<file path="src/rtl/fetch_queue_unit.sv">
// Instruction-fetch front end: owns the fetch PC, issues single in-order
// instruction-memory reads, and buffers each returned instruction (with its PC
// and PC+4) in a circular queue that decode drains via valid/deq. Supports a
// flush-and-redirect and a sticky halt that stops further fetching.
module fetch_queue_unit #(
    parameter int                ADDR_W  = 32,
    parameter int                DATA_W  = 32,
    parameter int                DEPTH   = 4,
    parameter logic [ADDR_W-1:0] PC_INIT = '0
) (
    input  logic                       CLK,
    input  logic                       nRST,
    output logic                       imemREN,
    output logic [ADDR_W-1:0]          imemaddr,
    input  logic [DATA_W-1:0]          imemload,
    input  logic                       ihit,
    input  logic                       redirect,
    input  logic [ADDR_W-1:0]          redirect_addr,
    input  logic                       halt,
    input  logic                       deq,
    output logic                       instr_valid,
    output logic [DATA_W-1:0]          instr,
    output logic [ADDR_W-1:0]          instr_pc,
    output logic [ADDR_W-1:0]          instr_npc,
    output logic [$clog2(DEPTH):0]     count,
    output logic                       full,
    output logic                       empty
);

    localparam int                PTR_W    = $clog2(DEPTH);
    localparam int                CNT_W    = PTR_W + 1;
    localparam logic [CNT_W-1:0]  FULL_CNT = CNT_W'(DEPTH);
    localparam logic [ADDR_W-1:0] PC_STEP  = ADDR_W'(4);
    localparam logic [ADDR_W-1:0] WORD_MSK = {{(ADDR_W-2){1'b1}}, 2'b00};

    // Architectural state
    logic [ADDR_W-1:0] r_fpc;
    logic [PTR_W-1:0]  r_rptr;
    logic [PTR_W-1:0]  r_wptr;
    logic [CNT_W-1:0]  r_count;
    logic              r_halted;

    // Queue storage
    logic [DATA_W-1:0] r_instr [DEPTH];
    logic [ADDR_W-1:0] r_pc    [DEPTH];
    logic [ADDR_W-1:0] r_npc   [DEPTH];

    // Control and next-state wires
    logic              w_full;
    logic              w_empty;
    logic              w_ren;
    logic              w_enq;
    logic              w_pop;
    logic [ADDR_W-1:0] w_fpc_plus4;
    logic [ADDR_W-1:0] w_fpc_nxt;
    logic [PTR_W-1:0]  w_rptr_nxt;
    logic [PTR_W-1:0]  w_wptr_nxt;
    logic [CNT_W-1:0]  w_count_nxt;
    logic              w_halted_nxt;

    // Handshake decode: fetch allowed only with room, not halted, no redirect
    always_comb begin
        w_full      = (r_count == FULL_CNT);
        w_empty     = (r_count == {CNT_W{1'b0}});
        w_ren       = !w_full && !r_halted && !redirect;
        w_enq       = w_ren && ihit;
        w_pop       = deq && !w_empty && !redirect;
        w_fpc_plus4 = r_fpc + PC_STEP;
    end

    // Next-state: redirect flushes everything; otherwise pointers/count track enq/pop
    always_comb begin
        w_fpc_nxt    = r_fpc;
        w_rptr_nxt   = r_rptr;
        w_wptr_nxt   = r_wptr;
        w_count_nxt  = r_count;
        w_halted_nxt = r_halted | halt;
        if (redirect) begin
            w_fpc_nxt   = redirect_addr & WORD_MSK;
            w_rptr_nxt  = {PTR_W{1'b0}};
            w_wptr_nxt  = {PTR_W{1'b0}};
            w_count_nxt = {CNT_W{1'b0}};
        end else begin
            if (w_enq) begin
                w_fpc_nxt  = w_fpc_plus4;
                w_wptr_nxt = r_wptr + {{(PTR_W-1){1'b0}}, 1'b1};
            end else begin
                w_fpc_nxt  = r_fpc;
                w_wptr_nxt = r_wptr;
            end
            if (w_pop) begin
                w_rptr_nxt = r_rptr + {{(PTR_W-1){1'b0}}, 1'b1};
            end else begin
                w_rptr_nxt = r_rptr;
            end
            case ({w_enq, w_pop})
                2'b10:   w_count_nxt = r_count + {{(CNT_W-1){1'b0}}, 1'b1};
                2'b01:   w_count_nxt = r_count - {{(CNT_W-1){1'b0}}, 1'b1};
                default: w_count_nxt = r_count;
            endcase
        end
    end

    // Control state registers
    always_ff @(posedge CLK or negedge nRST) begin
        if (!nRST) begin
            r_fpc    <= PC_INIT;
            r_rptr   <= {PTR_W{1'b0}};
            r_wptr   <= {PTR_W{1'b0}};
            r_count  <= {CNT_W{1'b0}};
            r_halted <= 1'b0;
        end else begin
            r_fpc    <= w_fpc_nxt;
            r_rptr   <= w_rptr_nxt;
            r_wptr   <= w_wptr_nxt;
            r_count  <= w_count_nxt;
            r_halted <= w_halted_nxt;
        end
    end

    // Queue storage: write the fetched instruction tagged with its PC and PC+4
    always_ff @(posedge CLK or negedge nRST) begin
        if (!nRST) begin
            for (int i = 0; i < DEPTH; i++) begin
                r_instr[i] <= {DATA_W{1'b0}};
                r_pc[i]    <= {ADDR_W{1'b0}};
                r_npc[i]   <= {ADDR_W{1'b0}};
            end
        end else if (w_enq) begin
            r_instr[r_wptr] <= imemload;
            r_pc[r_wptr]    <= r_fpc;
            r_npc[r_wptr]   <= w_fpc_plus4;
        end else begin
            r_instr[r_wptr] <= r_instr[r_wptr];
        end
    end

    // Output drive: head entry is shown only while valid, zero otherwise
    always_comb begin
        imemREN     = w_ren;
        imemaddr    = r_fpc;
        count       = r_count;
        full        = w_full;
        empty       = w_empty;
        instr_valid = !w_empty;
        if (!w_empty) begin
            instr     = r_instr[r_rptr];
            instr_pc  = r_pc[r_rptr];
            instr_npc = r_npc[r_rptr];
        end else begin
            instr     = {DATA_W{1'b0}};
            instr_pc  = {ADDR_W{1'b0}};
            instr_npc = {ADDR_W{1'b0}};
        end
    end

endmodule
</file>
<file path="config.mk">
export PLATFORM = sky130hd
export DESIGN_NAME = fetch_queue_unit
export DESIGN_NICKNAME = d
export VERILOG_FILES = /design/src/rtl/fetch_queue_unit.sv
export SDC_FILE = /design/constraint.sdc
export NUM_CORES = 1
export LEC_CHECK = 0
export BUFFER_PORTS_ARGS = -buffer_cell sky130_fd_sc_hd__buf_2
export CAP_MARGIN = 20
export CORE_ASPECT_RATIO = 0.8
export CORE_MARGIN = 2
export CORE_UTILIZATION = 45
export DETAILED_ROUTE_END_ITERATION = 7
export HOLD_SLACK_MARGIN = 0.1
export PLACE_DENSITY_LB_ADDON = 0.12
export SLEW_MARGIN = 10
export SYNTH_ARGS = -nofsm -noshare
export SYNTH_HDL_FRONTEND = slang
export SYNTH_SLANG_ARGS = --single-unit
</file>
<file path="constraint.sdc">
create_clock -name CLK -period 2.9 [get_ports CLK]
set_input_delay 0.58 -clock CLK [delete_from_list [all_inputs] [get_ports CLK]]
set_output_delay 0.58 -clock CLK [all_outputs]
set_load 0.01 [all_outputs]
</file>
==> summary.md <==
The flow ran to the end, and the final reports show no timing, DRC or antenna violations. The transition time of the tightest slew-check pin came out at 1.054 ns. From synthesis to final layout, the design area changed by 16.01%.

The number of enable-type register cells in the synthesized netlist is 0, and the average detailed-routed wire length per instance is 21.02 um. The tools report the final-report max-slew violation count as 0. The floorplan has 68 rows. The met3 usage in global routing was 3.243%; the required time at the worst-slack endpoint was 2.32 ns.

The run gives 3 as the worst-case clock buffer depth. The min-delay analysis places its worst path in the category input port to register. The post-synth design cell area came out at 19,600 sq um. The tools report the leakage power as 9.901 nW. The peak clock frequency supported by timing was 351.8 MHz; the number of failing setup endpoints in the final timing report was 0.

The congestion estimate from routability-driven global placement came to 0.8022. The worst path buffer plus inverter count works out to 2. Walking the worst path, the cells encountered are buf_16 -> mux4_2 -> and2_4 -> buf_6.

The post-synthesis async set-or-reset flop share works out to 100.0%. For this run, the total global-route usage over all layers was measured as 23.00%. The quantity of I/O buffers inserted on ports is 196. The tool flagged a number of max-cap violations equal to 0. The critical path class is register to output port. In this run, synthesis produced a sequential element count of 406. The mean post-synth cell area was 11.68 sq um; the hold violation total from the final report was 0. The number of antenna violations at the first check in global routing is 6, and the count of buffers added by post-CTS timing repair for setup is 0. The final worst slack is 0.05729 ns, and the violation count after the first detailed-routing iteration is 1,124.

The kind of start point of the critical path is a register. Pin placement for this block handled 205 I/O pins. The die is 190.7 um tall.

The finished layout holds 2,413 standard cells, fillers aside. The count of synthesis-stage warnings from yosys is 0, and the mean number of vias per cell is 5.608. The time the final worst path needs with I/O delays and setup is 2.843 ns, and the number of distinct library cell variants in the gate-level netlist after synthesis is 47.

The clock slew seen by the registers of the worst setup and hold paths is 0.06 ns, and the share of final-layout standard cells stronger than drive strength 1 is 31.01%. For this run, the slowest stage of the critical path takes 0.59 ns. The largest delay contributor family on the critical path was multiplexers. For this run, the detailed router's first-pass iteration total came to 6. The worst pin sits at a relative slew slack of 29.75%. The largest driver fanout on the critical path is 39.

On the critical path, the stage with the largest delay is an instance of sky130_fd_sc_hd__mux4_2. The die extent in x is 237.4 um. The routed layout has 13,530 vias. In this run the most used layer during global routing was met1. For this block, the routed nets add up to 50.72 mm of wire.

The share of the cycle needed by the critical path after routing was 98.02%; the number of clock buffers inserted by TritonCTS was 44. STA classifies the critical path endpoint as an output port. The run gives 406 as the number of sinks handled by clock tree synthesis.

The via count of the first global-routing pass is 13,670. For the routing usage on met1, the log shows 34.90%. The worst setup timing slack at the placement stage is 0.3375 ns, and the clock latency on the worst-skew pair is 0.56 ns. The logs give 45,260 sq um for the die outline area and 1,896 for the final-stage net count. For the sequential element share of the synthesized area, the log shows 51.83%.

The run gives 0 as the number of nets with antenna violations after detailed routing. The initial core utilization came out at 45.54%. The clock root buffer master was sky130_fd_sc_hd__clkbuf_16. STA puts the critical path data arrival time at 2.26 ns.

The placed instance count was 2,333. Dividing total power by cell area gives a power density of 608.9 nW/um^2. The worst-case IR drop observed on VDD is 0.4464 mV. The H-tree level count came out at 2. The tools report the area of the core as 43,050 sq um. The most used flip-flop cell after synthesis is sky130_fd_sc_hd__dfrtp_1. Entering global routing, the biggest net connects 95 pins. Setup repair after global routing could not meet its margin everywhere.

Synthesis produced 1,679 cells. For this run, global-route usage on met2 was measured as 34.29%. After detailed routing, the number of remaining DRC violations is 0.

Detailed placement finished with a half-perimeter wire length of 32.27 mm. TritonCTS built the clock tree. For the aggregate global routing overflow, the log shows 0.

The logs give 0.01272 ns for the maximum clock skew at final layout and 80.56 mm for the global-route wire length before repair.
-- stage by stage --
stage	hold WS [ns]	cell area [sq um]	setup TNS (ns)	utilization [%]	total power, mW
2_1_floorplan	0.2844	19620	0	-	7.467
3_5_place_dp	0.4655	21220	0	49.30	8.439
5_1_grt	0.2064	22740	-0.1448	52.82	14.50
6_report	0.2184	22740	0	52.82	13.85
4_1_cts	0.1839	22620	0	52.55	13.92
3_3_place_gp	0.4563	21220	0	49.30	8.391
-- worst register-to-register path: stages, from the launching register on --
cell and delay [ns]:
sky130_fd_sc_hd__dfrtp_1 0.48, sky130_fd_sc_hd__nor3b_2 0.27, sky130_fd_sc_hd__or4b_4 0.18, sky130_fd_sc_hd__buf_4 0.81, sky130_fd_sc_hd__mux2i_1 0.48, sky130_fd_sc_hd__a21oi_1 0.13
-- routing by layer --
| metal | vias to the layer above | routed length, um | share of wire [%] |
|---|---|---|---|
| li1 | 6258 | - | - |
| met4 | 0 | 1167 | 2.3 |
| met3 | 72 | 2208 | 4.4 |
| met2 | 296 | 22590 | 45 |
| met5 | - | 0 | 0 |
| met1 | 6905 | 24750 | 49 |
-- worst paths after layout --
| path | from | depth (start not counted) | to | slack (ns) |
|---|---|---|---|---|
| setup / recovery | r_rptr[0] | 4 | instr_pc[27] | 0.06 |
| hold / removal | halt | 2 | r_halted | 0.22 |
| setup reg to reg | count[0] | 5 | r_instr[14] | 0.40 |
| hold reg to reg | r_pc[70] | 2 | r_pc[70] | 0.48 |
| max in group asynchronous | nRST | 3 | r_rptr[1] | 1.50 |
| min in group asynchronous | nRST | 2 | r_npc[73] | 0.59 |
-- registers in the layout, summed over array words and instances, names as in the netlist --
signal and flops:
count 3, imemaddr 30, r_halted 1, r_instr 128, r_npc 120, r_pc 120
r_rptr 2, r_wptr 2
-- cells in the mapped netlist, drive strengths merged, types with 7 or more instances --
cell / instances / area share (%)
o21ai: 154 / 3.9
o211ai: 8 / 0.31
a22oi: 11 / 0.42
nor3: 9 / 0.28
mux4: 124 / 14
nand2: 171 / 3.3
nor2: 142 / 2.7
and2: 93 / 3.0
xor2: 16 / 0.71
a21oi: 139 / 3.5
buf: 74 / 2.0
clkbuf: 80 / 1.5
or3: 7 / 0.22
nand4: 17 / 0.62
xnor2: 16 / 0.71
inv: 9 / 0.17
mux2i: 34 / 1.7
nand3: 19 / 0.49
mux2: 104 / 6.0
dfrtp: 406 / 52
-- logic make-up (layout without fill, tap and decap cells) --
logic type | Yosys count | after routing | share of synthesized area (%)
simple gates | 482 | 482 | 11.77
flops | 406 | 406 | 51.83
compound gates | 326 | 326 | 8.833
mux | 262 | 262 | 21.96
buf+inv | 164 | 328 | 3.746
xor+xnor | 32 | 32 | 1.430
fa+ha+maj | 6 | 6 | 0.4212
other cells | 1 | 11 | 0.01913
-- what timing repair did --
item,in CTS,in global routing
endpoints found under the setup margin,38,21
hold endpoints to repair,57,0
hold buffers,1,0
resized for setup,5,26
-- final cells by class --
| cell class | count | area (sq um) |
|---|---|---|
| clock buffer | 68 | 1313 |
| timing repair buffer | 244 | 1634 |
| tap | 560 | 700.7 |
| antenna | 5 | 12.51 |
| sequential | 406 | 10170 |
| fill | 3820 | 20310 |
| inverter | 10 | 37.54 |
| multi-input combinational | 1114 | 8817 |
| clock inverter | 6 | 58.81 |
-- power breakdown --
part | internal (mW) | switching [mW] | leakage (nW)
registers | 5.87 | 0.223 | 4.94
clock network | 3.18 | 2.22 | 0.676
logic | 1.07 | 1.28 | 4.29
total | 10.1 | 3.73 | 9.90
-- placed cells by master, fill, tap and decap left out, types with 3 or more instances in the layout --
cell type,n
sky130_fd_sc_hd__ha_2,4
sky130_fd_sc_hd__nand2_1,167
sky130_fd_sc_hd__a22oi_1,11
sky130_fd_sc_hd__xnor2_1,16
sky130_fd_sc_hd__o211ai_1,8
sky130_fd_sc_hd__xor2_1,16
sky130_fd_sc_hd__clkbuf_1,13
sky130_fd_sc_hd__clkbuf_16,45
sky130_fd_sc_hd__mux4_2,124
sky130_fd_sc_hd__mux2_2,104
sky130_fd_sc_hd__a221o_1,6
sky130_fd_sc_hd__mux2i_1,34
sky130_fd_sc_hd__o21ai_0,154
sky130_fd_sc_hd__buf_12,15
sky130_fd_sc_hd__buf_6,12
sky130_fd_sc_hd__diode_2,5
sky130_fd_sc_hd__and3_1,4
sky130_fd_sc_hd__or4_1,3
sky130_fd_sc_hd__dfrtp_1,403
sky130_fd_sc_hd__and2_1,75
sky130_fd_sc_hd__a21oi_1,139
sky130_fd_sc_hd__nor3_1,7
sky130_fd_sc_hd__clkbuf_8,10
sky130_fd_sc_hd__and4_1,5
sky130_fd_sc_hd__nand2_4,4
sky130_fd_sc_hd__nand3_1,19
sky130_fd_sc_hd__nor2_1,141
sky130_fd_sc_hd__inv_1,9
sky130_fd_sc_hd__nand4_1,16
sky130_fd_sc_hd__buf_4,30
sky130_fd_sc_hd__and2_4,18
sky130_fd_sc_hd__buf_2,184
sky130_fd_sc_hd__or3_1,6
sky130_fd_sc_hd__o311ai_0,4
sky130_fd_sc_hd__conb_1,6
sky130_fd_sc_hd__clkinv_2,4
Note: power is estimated with default switching activity, not from simulation.
